==> src/rtl/serial_subtractor.sv <==
// rtl/serial_subtractor.sv - bit-serial unsigned subtractor, LSB first, with start/ready/done handshake
module serial_subtractor #(
  parameter int WIDTH = 4
) (
  input  logic             clk,
  input  logic             rst_n,
  input  logic             start,
  input  logic [WIDTH-1:0] A,
  input  logic [WIDTH-1:0] B,
  output logic             ready,
  output logic             busy,
  output logic             done,
  output logic [WIDTH-1:0] D,
  output logic             Bo,
  output logic             neg,
  output logic [WIDTH-1:0] mag
);

  localparam int CW = (WIDTH > 2) ? $clog2(WIDTH) : 1;

  typedef enum logic [1:0] {
    IDLE  = 2'd0,
    SHIFT = 2'd1,
    DONE  = 2'd2
  } state_t;

  state_t           state;
  state_t           state_nx;
  logic [CW-1:0]    cnt;
  logic             borrow;
  logic [WIDTH-1:0] a_sh;
  logic [WIDTH-1:0] b_sh;
  logic [WIDTH-1:0] d_sh;
  logic [WIDTH-1:0] d_r;
  logic [WIDTH-1:0] mag_r;
  logic             bo_r;
  logic             done_r;

  logic             d_bit;
  logic             borrow_nx;
  logic             last_bit;
  logic             accept;
  logic [WIDTH-1:0] d_final;
  logic [WIDTH-1:0] mag_final;

  // Full-subtractor cell; the final word includes the bit being computed this edge.
  always_comb begin
    d_bit     = a_sh[0] ^ b_sh[0] ^ borrow;
    borrow_nx = (~a_sh[0] & b_sh[0]) | (~(a_sh[0] ^ b_sh[0]) & borrow);
    d_final   = {d_bit, d_sh[WIDTH-1:1]};
    mag_final = borrow_nx ? (~d_final + WIDTH'(1)) : d_final;
    last_bit  = (cnt == CW'(WIDTH - 1));
    accept    = start && (state != SHIFT);
  end

  always_ff @(posedge clk or negedge rst_n) begin
    if (!rst_n) begin
      state <= IDLE;
    end else begin
      state <= state_nx;
    end
  end

  always_comb begin
    state_nx = state;
    case (state)
      IDLE:    if (start) state_nx = SHIFT;
      SHIFT:   if (last_bit) state_nx = DONE;
      DONE:    state_nx = start ? SHIFT : IDLE;
      default: state_nx = IDLE;
    endcase
  end

  always_ff @(posedge clk or negedge rst_n) begin
    if (!rst_n) begin
      cnt    <= '0;
      borrow <= 1'b0;
      a_sh   <= '0;
      b_sh   <= '0;
      d_sh   <= '0;
      d_r    <= '0;
      mag_r  <= '0;
      bo_r   <= 1'b0;
      done_r <= 1'b0;
    end else begin
      done_r <= (state == SHIFT) && last_bit;
      if (accept) begin
        a_sh   <= A;
        b_sh   <= B;
        d_sh   <= '0;
        borrow <= 1'b0;
        cnt    <= '0;
      end else if (state == SHIFT) begin
        a_sh   <= a_sh >> 1;
        b_sh   <= b_sh >> 1;
        d_sh   <= d_final;
        borrow <= borrow_nx;
        cnt    <= cnt + CW'(1);
        // Published outputs only move on the last bit; they hold the old result otherwise.
        if (last_bit) begin
          d_r   <= d_final;
          bo_r  <= borrow_nx;
          mag_r <= mag_final;
        end
      end
    end
  end

  assign ready = (state != SHIFT);
  assign busy  = (state == SHIFT);
  assign done  = done_r;
  assign D     = d_r;
  assign Bo    = bo_r;
  assign neg   = bo_r;
  assign mag   = mag_r;

endmodule

==> config.mk <==
export PLATFORM = sky130hd
export DESIGN_NAME = serial_subtractor
export DESIGN_NICKNAME = d
export VERILOG_FILES = /design/src/rtl/serial_subtractor.sv
export SDC_FILE = /design/constraint.sdc
export NUM_CORES = 1
export LEC_CHECK = 0
export BUFFER_PORTS_ARGS = -buffer_cell sky130_fd_sc_hd__buf_2
export CORE_MARGIN = 3
export CORE_UTILIZATION = 56
export DETAILED_ROUTE_END_ITERATION = 6
export GPL_TIMING_DRIVEN = 0
export PLACE_DENSITY = 0.81
export REMOVE_ABC_BUFFERS = 1
export SKIP_LAST_GASP = 1
export SYNTH_ARGS = -nofsm -noshare
export SYNTH_HDL_FRONTEND = slang
export SYNTH_SLANG_ARGS = --single-unit
==> constraint.sdc <==
create_clock -name clk -period 2.4 [get_ports clk]
set_input_delay 0.36 -clock clk [delete_from_list [all_inputs] [get_ports clk]]
set_output_delay 0.36 -clock clk [all_outputs]
set_load 0.05 [all_outputs]
Word-level counts from Yosys, hierarchy flattened
Index checks and enable logic that the tools add are counted.
- $add $sub $neg: 2
- equal/unequal tests: 6
- multiplexer cells: 15
- bitwise operators: 9
- reductions and logical operators: 6
- operators with widths (operator ; number):
    4-bit 2-to-1 mux ; 7
    2-bit 2-to-1 mux ; 4
    2-bit one-hot mux with 3 select lines ; 1
    4-bit by 1-bit adder with 4-bit output, second input constant ; 1
    2-bit == test, second input constant ; 2
    2-bit by 1-bit inequality test with 1-bit output, second input constant ; 2
    4-bit NOT ; 1
    1-bit 2-to-1 mux ; 3
    1-bit NOT ; 3
    3-bit AND reduction ; 1
    2-bit by 1-bit adder with 2-bit output, second input constant ; 1
    1-bit AND ; 2
    2-bit by 1-bit == test with 1-bit output, second input constant ; 1
    1-bit logical AND ; 2
    2-bit zero test ; 1
    2-bit inequality test, second input constant ; 1
    2-bit AND reduction ; 1
    2-bit nonzero test ; 1
    1-bit bitwise XOR ; 2
    1-bit OR ; 1
- flip-flop bits (word level): 27
- output and inout bits: 13

Longest topological paths before layout
Gate-level depths: netlist of the first run.
- word-level depth: 6
- depth in mapped cells: 6
- mapped depth without buffers: 5

Worst setup path before layout of the first run
Ideal clock, no wire load.
- path kind: reg-to-reg
- from: register borrow
- to: register mag_r[3] (netlist: mag[3])
- arrival time: 1.321 ns
- data required time: 2.279 ns
- slack: 0.957 ns
- cell stages (with the launch flop): 6
- buffers on the path: 0
- cell sequence: dfrtp_1 inv_1 fa_1 o31a_1 nor3_2 o22a_1
- cells in the longest elaborated chain, start to end: 4
- ends and longest elaborated chain (what ; RTL line ; source):
    from (decl) ; 30 ; logic borrow;
    from (signal assigned) ; 97 ; borrow <= borrow_nx;
    1-bit bitwise XOR ; 48 ; d_bit = a_sh[0] ^ b_sh[0] ^ borrow;
    4-bit NOT ; 51 ; mag_final = borrow_nx ? (~d_final + WIDTH'(1)) : d_final;
    4-bit by 1-bit adder with 4-bit output ; 51 ;
    4-bit 2-to-1 mux (*) ; 51 ;
    to (signal assigned) ; 103 ; mag_r <= mag_final;
    to (decl) ; 35 ; logic [WIDTH-1:0] mag_r;
Every way passes the cells marked *; elsewhere a longest branch is shown, timed or not.
A chain may end at the register's enable or synchronous reset.

Worst setup path in the final report of the first run
- from: register state[1]
- to: output busy
- cells in the longest elaborated chain, start to end: 1
- ends and longest elaborated chain (what ; RTL line ; source):
    from (decl) ; 27 ; state_t state;
    from (signal assigned) ; 60 ; state <= state_nx;
    2-bit by 1-bit == test with 1-bit output ; 110 ; assign busy = (state == SHIFT);
    to (decl) ; 11 ; output logic busy,
No other way between the ends.

==> results of run 1 <==
==> worst max-delay path, stage by stage (launching register included) <==
cell and delay, ns:
dfrtp_1 0.40, nand2b_1 0.26, inv_4 0.24, buf_2 0.30
==> synthesized netlist by cell type (2+ instances only) <==
library cell	number
buf_4	3
o21ai_1	13
buf_6	2
nand3_1	2
nor2_1	3
dfrtp_1	25
ha_1	2
o31ai_1	2
buf_2	2
fa_1	2
inv_1	7
o21ai_0	2
nand2_1	17
mux2i_1	9
==> report_power, final <==
part           internal [mW]  switching [mW]  total, mW
combinational          0.300           0.711       1.01
clock                 0.0651           0.119      0.184
sequential             0.593           0.113      0.706
==> layout make-up <==
| type | instances | area [sq um] |
|---|---|---|
| repair buffers | 23 | 115 |
| clock buffers | 4 | 26.3 |
| flip-flops and latches | 25 | 626 |
| fillers | 150 | 561 |
| well taps | 25 | 31.3 |
| inverters | 8 | 32.5 |
| multi-input cells | 63 | 429 |
==> through the flow <==
step / instance area, sq um / hold WS [ns] / cells
3_3_place_gp: 1230 / 0.367 / 144
5_1_grt: 1260 / 0.0268 / 148
4_1_cts: 1260 / 0.0196 / 148
6_report: 1260 / 0.00463 / 148
2_1_floorplan: 1090 / 0.0644 / 96
3_5_place_dp: 1230 / 0.377 / 144
==> metal layers <==
layer  vias up  global-route usage  wire length (um)
li1        383                   -                 -
met1       355               0.194               774
met4         0              0.0942                44
met3         5              0.0350                99
met2        23               0.294               923
met5         -                   0                 0
==> sequential cells by signal, indices dropped and copies added, names as in the netlist <==
signal / flops
borrow: 1
state: 2
Bo: 1
b_sh: 4
d_sh: 3
mag: 3
a_sh: 4
D: 4
cnt: 2
done: 1
==> cell families (layout without fill, tap and decap cells) <==
group | count (synthesis) | in the layout | share of synthesized area
simple gates | 26 | 26 | 0.106
mux | 11 | 11 | 0.0986
flops | 25 | 25 | 0.548
xor+xnor | 1 | 1 | 0.00767
buf+inv | 15 | 35 | 0.0767
compound gates | 21 | 21 | 0.106
fa+ha+maj | 4 | 4 | 0.0570
==> placed cells by master, fill, tap and decap left out <==
master and instances:
a21o_1 1, buf_2 23, clkbuf_1 1, clkbuf_4 3, dfrtp_1 25, fa_1 2, ha_1 2, inv_1 7
inv_4 1, mux2_1 1, mux2_2 1, mux2i_1 9, nand2_1 17, nand2b_1 1, nand3_1 2, nand3b_1 1
nor2_1 3, nor3_2 1, nor4_2 1, o21ai_0 2, o21ai_1 13, o22a_1 1, o22ai_1 1, o31a_1 1
o31ai_1 2, xnor2_1 1
==> path summary, 6_finish.rpt <==
check | end | slack, ns | cells after the start
min in group clk | b_sh[3] | 0.28 | 3
min reg2reg | D[1] | 0.49 | 2
max in group asynchronous | a_sh[2] | 2.03 | 1
max reg2reg | mag[3] | 0.84 | 5
max | busy | 0.51 | 3
min | state[1] | 0.005 | 1
==> results.py, run 1 <==
metrics = {
    "finish": {
        "drive_gt1_frac": 0.244,
        "area_growth_pct": 10.3,
        "finish.utilization": 0.692,
        "final_nets": 139,
        "antennaDiodeCount": 0,
    },
    "critical_path": {
        "r2r_start": "borrow",
        "cp_data_arrival_time_ns": 1.53,
        "critPathLaunchType": "flop",
        "worstPathMaxFanout": 23,
        "worstPathRequired_ns": 2.04,
        "path_class": "flop to primary output",
        "endpoint_kind": "primary output",
        "startpoint": "state[1]",
    },
    "synthesis": {
        "yosysTopAreaCell": "dfrtp_1",
        "synth_area_sq_mm": 0.00114,
        "synth_enable_flop_cells": 0,
        "synthCells": 103,
        "synth_area_leaders": "dfrtp_1 (55%), mux2i_1 (7.9%), o21ai_1 (5.7%), nand2_1 (5.6%), fa_1 (3.5%)",
        "ys.flop_type": "dfrtp_1",
        "async_flop_share": 1.00,
        "yosysUniqueCellTypes": 26,
        "synth_top_area_share": 0.548,
        "ys_seq_area_frac": 0.548,
        "synth_seq_cells": 25,
        "yosysWarnings": 0,
        "syn_avg_cell_area_sq_um": 11.1,
    },
    "sta": {
        "fmax_mhz": 530,
        "fin_ws_ns": 0.514,
        "fin_setup_tns_ns": 0,
        "finalSetupViolations": 0,
        "slew_headroom": 0.640,
        "min_period_ns": 1.89,
        "slew_violations": 0,
        "worstMarginPinSlew_ns": 0.540,
        "final-hold-violation-count": 0,
        "fin_skew_ns": 0.00125,
        "rsz0062_at_grt": "false",
        "fin_crit_sh": 0.786,
    },
    "cts": {
        "cts_num_sinks": 25,
        "cts_buffer_depth": 2,
        "clk_latency_ns": 0.31,
        "clock-root-buffer": "clkbuf_4",
        "clkTransAtPathRegs_ns": 0.13,
        "cts_tree": "yes",
        "cts_buffers": 3,
        "cts_setup_buffers": 0,
        "hold_buffers": 0,
        "htreeDepth": 1,
        "cts_resized": 0,
    },
    "die": {
        "die-area_sq_mm": 0.00262,
        "die_y_um": 51.2,
        "start_util": 0.627,
        "die_w_um": 51.2,
        "pin_count": 24,
        "rows": 15,
        "core_area_sq_mm": 0.00182,
    },
    "power_and_ir_drop": {
        "finalPower_mw": 1.90,
        "power_leakage_nw": 0.640,
        "ir_drop_mv": 0.914,
        "power_density_mw_per_mm2": 1510,
    },
    "placed_design": {
        "place_congestion": 0.756,
        "io_buffers": 23,
        "pre_cts_ws_ns": 0.858,
        "dp_hpwl_um": 1400,
    },
    "hold_path": {
        "hp-class": "input port to asynchronous set/reset pin",
    },
    "run": {
        "maxCapViolations": 0,
    },
    "global_routing": {
        "grt_max_degree": 26,
        "grt_pass1_wl_um": 3240,
        "grt_pass1_vias": 773,
        "grtUsageTotal": 0.170,
        "antenna_found_initial": 0,
        "grt-ovfl-total": 0,
    },
    "route": {
        "wire_per_inst_um": 12.4,
        "postRouteAntennaNets": 0,
        "via_per_inst": 5.18,
        "finalWirelength_um": 1840,
        "drt_first_pass_iters": 3,
        "num_vias": 766,
        "first_iter_violations": 9,
        "drc": 0,
    },
    "outcome": {
        "outcome": "completed",
    },
}
Power figures use the tool's default switching activity.
==> run 2, diff against run 1 <==
--- a/config.mk
+++ b/config.mk
@@ -5,12 +5,13 @@
 export SDC_FILE = /design/constraint.sdc
 export NUM_CORES = 1
 export LEC_CHECK = 0
+export ABC_AREA = 1
 export BUFFER_PORTS_ARGS = -buffer_cell sky130_fd_sc_hd__buf_2
 export CORE_MARGIN = 3
-export CORE_UTILIZATION = 56
+export CORE_UTILIZATION = 47
 export DETAILED_ROUTE_END_ITERATION = 6
 export GPL_TIMING_DRIVEN = 0
-export PLACE_DENSITY = 0.81
+export PLACE_DENSITY = 0.73
 export REMOVE_ABC_BUFFERS = 1
 export SKIP_LAST_GASP = 1
 export SYNTH_ARGS = -nofsm -noshare
==> constraint.sdc (replaced) <==
create_clock -name clk -period 1.7 [get_ports clk]
set_input_delay 0.255 -clock clk [delete_from_list [all_inputs] [get_ports clk]]
set_output_delay 0.255 -clock clk [all_outputs]
set_load 0.05 [all_outputs]
==> results.py, run 2 <==
metrics = {
    "synthesis": {
        "synth_area_sq_mm": 0.00117,
        "ys.flop_type": "dfrtp_1",
        "synth_common_cells": "nand2_1 (28), dfrtp_1 (25), inv_1 (13)",
        "synth_seq_cells": 25,
        "yosysUniqueCellTypes": 21,
        "yosysWarnings": 0,
        "syn_avg_cell_area_sq_um": 10.0,
        "synth.most_common_cell": "nand2_1",
        "async_flop_share": 1.00,
        "synthCells": 117,
        "ys_seq_area_frac": 0.533,
        "synth_enable_flop_cells": 0,
        "yosysTopAreaCell": "dfrtp_1",
        "synth_top_area_share": 0.533,
        "synth_area_leaders": "dfrtp_1 (53%), nand2_1 (9.0%), o21ai_2 (5.2%), inv_1 (4.2%), fa_1 (3.4%)",
    },
    "die": {
        "rows": 17,
        "core_area_sq_mm": 0.00230,
        "die-area_sq_mm": 0.00313,
        "die_y_um": 56.0,
        "die_w_um": 56.0,
        "start_util": 0.511,
        "pin_count": 24,
    },
    "finish": {
        "n_fill_cell": 226,
        "final_common_cell": "nand2_1",
        "drive_gt1_frac": 0.319,
        "finish.utilization": 0.577,
        "area_growth_pct": 12.9,
        "antennaDiodeCount": 0,
        "layout.cells.non_filler": 169,
        "final_cell_mix": "nand2_1 (28), dfrtp_1 (25), buf_2 (22)",
        "final_nets": 157,
    },
    "power_and_ir_drop": {
        "pwr-share-seq": 0.345,
        "power_leakage_nw": 0.679,
        "power_frac_comb": 0.569,
        "pwr-share-clk": 0.086,
        "p_int_mw": 1.40,
        "ir_drop_mv": 1.42,
        "switching_share": 0.515,
        "power_density_mw_per_mm2": 2170,
        "p_sw_mw": 1.48,
    },
    "sta": {
        "rsz0062_at_grt": "false",
        "fin_skew_ns": 0.00529,
        "finalSetupViolations": 0,
        "slew_violations": 0,
        "fin_crit_sh": 0.954,
        "fin_setup_tns_ns": 0,
        "slew_headroom": 0.629,
        "worstMarginPinSlew_ns": 0.557,
        "final-hold-violation-count": 0,
        "fmax_mhz": 617,
        "min_period_ns": 1.62,
    },
    "placed_design": {
        "io_buffers": 23,
        "dp_cells": 164,
        "dp_hpwl_um": 1450,
        "place_congestion": 0.775,
    },
    "hold_path": {
        "holdPathStages": 3,
        "hp-start": "B[3]",
        "min_to": "b_sh[3]",
        "hp-class": "input port to flop",
    },
    "global_routing": {
        "antenna_found_initial": 0,
        "grtUsageTotal": 0.135,
        "grt_pass1_wl_um": 3540,
        "grt_max_degree": 26,
        "grt_pass1_vias": 821,
        "grt-ovfl-total": 0,
    },
    "route": {
        "via_per_inst": 4.84,
        "first_iter_violations": 13,
        "drt_first_pass_iters": 6,
        "wire_per_inst_um": 11.6,
        "num_vias": 818,
        "finalWirelength_um": 1960,
        "drc": 0,
        "postRouteAntennaNets": 0,
    },
    "cts": {
        "clock-root-buffer": "clkbuf_4",
        "cts_num_sinks": 25,
        "cts_setup_buffers": 0,
        "cts_buffer_depth": 2,
        "clkTransAtPathRegs_ns": 0.13,
        "cts_tree": "yes",
        "cts_buffers": 3,
        "htreeDepth": 1,
        "clk_latency_ns": 0.30,
    },
    "outcome": {
        "outcome": "completed",
    },
    "critical_path": {
        "path_class": "flop to primary output",
        "critPathLaunchType": "flop",
        "endpoint_kind": "primary output",
        "r2r_start": "a_sh[0]",
        "worstPathRequired_ns": 1.44,
        "cp_data_arrival_time_ns": 1.37,
        "r2r_slack_ns": 0.18,
        "worstPathMaxFanout": 11,
        "r2r_cells": 4,
        "r2r_end": "mag[2]",
    },
    "run": {
        "maxCapViolations": 0,
    },
}
-- run 2: changes by cell type after synthesis, sizes merged, moves of 3 or more --
| cell | previous run | this run |
|---|---|---|
| nand2 | 17 | 35 |
| inv | 8 | 15 |
| nand3 | 2 | 5 |
| nor2 | 3 | 8 |
| mux2i | 9 | 0 |
| o211ai | 0 | 3 |
| buf | 7 | 4 |
| o21ai | 15 | 10 |
| o22ai | 1 | 5 |
-- run 2: what timing repair did --
action,CTS,global route
endpoints found under the hold margin,25,0
endpoints found under the setup margin,0,1
hold buffers,1,0
resized for setup,0,1
-- run 2: cell families after synthesis --
| group | Yosys count | synth area share |
|---|---|---|
| buffers and inverters | 19 | 0.0800 |
| and+or+nand+nor | 48 | 0.205 |
| xor gates and xnor gates | 1 | 0.00746 |
| DFF | 25 | 0.533 |
| AOI/OAI and AO/OA | 20 | 0.119 |
| adders and majority gates | 4 | 0.0554 |
-- run 2: worst max-delay path by stage --
stage | endpoint | slack [ns] | start | cells past startpoint
final | ready | 0.08 | state[1] | 3
after floorplan | mag[2] | 0.31 | a_sh[0] | 4
after global routing | ready | 0.006 | state[1] | 3
after global placement | mag[2] | 0.24 | a_sh[0] | 4
after CTS | ready | 0.05 | state[1] | 3
after detailed placement | mag[2] | 0.19 | a_sh[0] | 4
-- run 2: metal layers --
metal | GRT usage | vias up | wire, um
met5 | 0 | - | 0
met2 | 0.240 | 21 | 899
met3 | 0.0209 | 2 | 122
met4 | 0.0136 | 0 | 10
met1 | 0.180 | 380 | 924
li1 | - | 415 | -
-- run 2: power groups by stage --
stage / clock network, mW / registers (mW) / logic (mW)
after floorplan: 0 / 1.37 / 0.937
after global placement: 0 / 0.996 / 1.61
after detailed placement: 0 / 1.01 / 1.65
after CTS: 0.260 / 0.996 / 1.65
after global routing: 0.287 / 1.03 / 1.81
final: 0.247 / 0.993 / 1.64
-- run 2: stage by stage --
step           worst slack [ns]  power, mW  hold slack (ns)  cell area, sq um
2_1_floorplan             0.309       2.31          -0.0406              1140
3_3_place_gp              0.237       2.61            0.272              1290
3_5_place_dp              0.192       2.66            0.279              1290
4_1_cts                  0.0460       2.91            0.160              1320
5_1_grt                 0.00577       3.12            0.172              1330
6_report                 0.0784       2.88            0.164              1330
-- run 2: critical path, cell delays in order, from the launching register on --
cell and delay, ns:
dfrtp_1 0.46, inv_1 0.07, nand2_2 0.24, clkbuf_4 0.30
-- run 2: layout make-up --
type / instances / area, sq um / share of cell area
clock buffer: 4 / 26.3 / 0.0198
inverter: 15 / 56.3 / 0.0425
multi-input combinational: 73 / 454 / 0.343
sequential: 25 / 626 / 0.472
tap: 28 / 35.0 / 0.0264
timing repair buffer: 24 / 128 / 0.0963
==> run 3, diff against run 2 <==
--- a/config.mk
+++ b/config.mk
@@ -8,10 +8,11 @@
 export ABC_AREA = 1
 export BUFFER_PORTS_ARGS = -buffer_cell sky130_fd_sc_hd__buf_2
 export CORE_MARGIN = 3
-export CORE_UTILIZATION = 47
+export CORE_UTILIZATION = 50
+export CTS_BUF_LIST = sky130_fd_sc_hd__clkbuf_8
 export DETAILED_ROUTE_END_ITERATION = 6
 export GPL_TIMING_DRIVEN = 0
-export PLACE_DENSITY = 0.73
+export PLACE_DENSITY = 0.77
 export REMOVE_ABC_BUFFERS = 1
 export SKIP_LAST_GASP = 1
 export SYNTH_ARGS = -nofsm -noshare
==> results.py, run 3 (synthesis results as in run 2) <==
metrics = {
    "outcome": {
        "outcome": "completed",
    },
    "die": {
        "die_w_um": 54.5,
        "die-area_sq_mm": 0.00296,
        "pin_count": 24,
        "start_util": 0.564,
        "die_y_um": 54.5,
        "core_area_sq_mm": 0.00208,
        "rows": 16,
    },
    "finish": {
        "final_nets": 157,
        "final_cell_mix": "nand2_1 (28), dfrtp_1 (25), buf_2 (22)",
        "final_common_cell": "nand2_1",
        "postLayoutCellArea_sq_mm": 0.00134,
        "regArea_sq_um": 626,
        "drive_gt1_frac": 0.326,
        "layout.cells.non_filler": 168,
        "area_growth_pct": 14.5,
        "antennaDiodeCount": 0,
        "n_fill_cell": 193,
        "multi_input_area_sq_um": 454,
    },
    "cts": {
        "cts_buffers": 3,
        "cts_num_sinks": 25,
        "clkTransAtPathRegs_ns": 0.08,
        "cts_buffer_depth": 2,
        "clock-root-buffer": "clkbuf_8",
        "htreeDepth": 1,
        "cts_tree": "yes",
        "clk_latency_ns": 0.26,
    },
    "sta": {
        "rsz0062_at_grt": "false",
        "min_period_ns": 1.60,
        "slew_headroom": 0.641,
        "final-hold-violation-count": 0,
        "slew_violations": 0,
        "fin_crit_sh": 0.938,
        "worstMarginPinSlew_ns": 0.538,
        "fin_setup_tns_ns": 0,
        "fin_skew_ns": 0.00316,
        "finalSetupViolations": 0,
        "fmax_mhz": 627,
    },
    "critical_path": {
        "path_class": "flop to primary output",
        "critPathSlowestCell": "dfrtp_1",
        "worstPathRequired_ns": 1.44,
        "cp_data_arrival_time_ns": 1.34,
        "critPathLaunchType": "flop",
        "critPathMaxStageDelay_ns": 0.46,
        "critical_path.cell_chain": "inv_1, nand2_2, clkbuf_4",
        "worstPathMaxFanout": 11,
        "endpoint_kind": "primary output",
    },
    "power_and_ir_drop": {
        "power_density_mw_per_mm2": 2220,
        "switching_share": 0.506,
        "p_sw_mw": 1.51,
        "ir_drop_mv": 1.14,
        "finalPower_mw": 2.98,
        "pwr-share-clk": 0.114,
        "pwr-share-seq": 0.335,
        "power_leakage_nw": 0.689,
        "p_int_mw": 1.47,
        "power_frac_comb": 0.552,
    },
    "global_routing": {
        "antenna_found_initial": 0,
        "grt-ovfl-total": 0,
        "grt_pass1_wl_um": 3630,
        "grt_max_degree": 26,
        "grtUsageTotal": 0.173,
        "grt_pass1_vias": 854,
    },
    "route": {
        "via_per_inst": 5.06,
        "drt_first_pass_iters": 4,
        "num_vias": 850,
        "postRouteAntennaNets": 0,
        "first_iter_violations": 11,
        "drc": 0,
        "finalWirelength_um": 2020,
        "wire_per_inst_um": 12.0,
    },
    "placed_design": {
        "io_buffers": 23,
        "place_congestion": 0.763,
        "post_dp_cell_area_sq_mm": 0.00128,
        "dp_cells": 163,
        "dp_hpwl_um": 1510,
    },
    "hold_path": {
        "hp-class": "input port to flop",
    },
    "run": {
        "maxCapViolations": 0,
    },
}
[run 3: cell types whose count changed in the layout (fill, tap and decap cells not counted)]
cell / before / now
clkbuf_1: 1 / 0
clkbuf_4: 4 / 1
clkinv_2: 0 / 1
clkbuf_8: 0 / 3
[run 3: area by class of cell]
cell class | count | share of cell area
clock buffers | 3 | 0.0307
clock inverters | 1 | 0.00372
inverters | 15 | 0.0419
multi-input cells | 73 | 0.338
flip-flops and latches | 25 | 0.466
well taps | 27 | 0.0251
repair buffers | 24 | 0.0950
[run 3: stage by stage]
step | hold slack [ns] | setup slack (ns) | utilization
floorplan | -0.0406 | 0.309 | -
global placement | 0.267 | 0.231 | 0.617
detailed placement | 0.270 | 0.205 | 0.617
CTS | 0.201 | 0.0679 | 0.644
global route | 0.223 | 0.0172 | 0.645
finish | 0.203 | 0.105 | 0.645
[run 3: power by group through the flow]
stage | combinational [mW] | clock, mW | sequential [mW]
after detailed placement | 1.65 | 0 | 1.01
after global placement | 1.61 | 0 | 0.995
after CTS | 1.66 | 0.355 | 1.00
final | 1.65 | 0.339 | 0.999
after floorplan | 0.937 | 0 | 1.37
after global routing | 1.83 | 0.373 | 1.04
[run 3: worst max-delay path, delay by kind of cell, from the launching register on]
family	cells	cell delay, ns
AND/OR/NAND/NOR	1	0.23
flip-flops	1	0.46
buffers and inverters	2	0.38
[run 3: metal layers]
metal | global-route usage | vias up | wire (um)
met2 | 0.295 | 22 | 1000
li1 | - | 419 | -
met4 | 0.0954 | 0 | 23
met5 | 0 | - | 0
met1 | 0.208 | 407 | 898
met3 | 0.0245 | 2 | 97
[run 3: what timing repair did]
action | in CTS | in global routing
buffers inserted | 0 | 0
gates resized for setup | 0 | 1
hold buffers | 1 | 0
endpoints found under the setup margin | 0 | 1
endpoints found under the hold margin | 25 | 0
[run 3: final timing paths]
kind | startpoint | end | slack [ns] | cells past startpoint
setup / recovery | state[1] | ready | 0.10 | 3
hold / removal | A[0] | a_sh[0] | 0.20 | 3
setup reg to reg | a_sh[0] | mag[2] | 0.20 | 4
hold reg to reg | cnt[1] | cnt[1] | 0.48 | 2
max in group asynchronous | rst_n | d_sh[1] | 0.84 | 2
min in group asynchronous | rst_n | mag[1] | 0.50 | 2
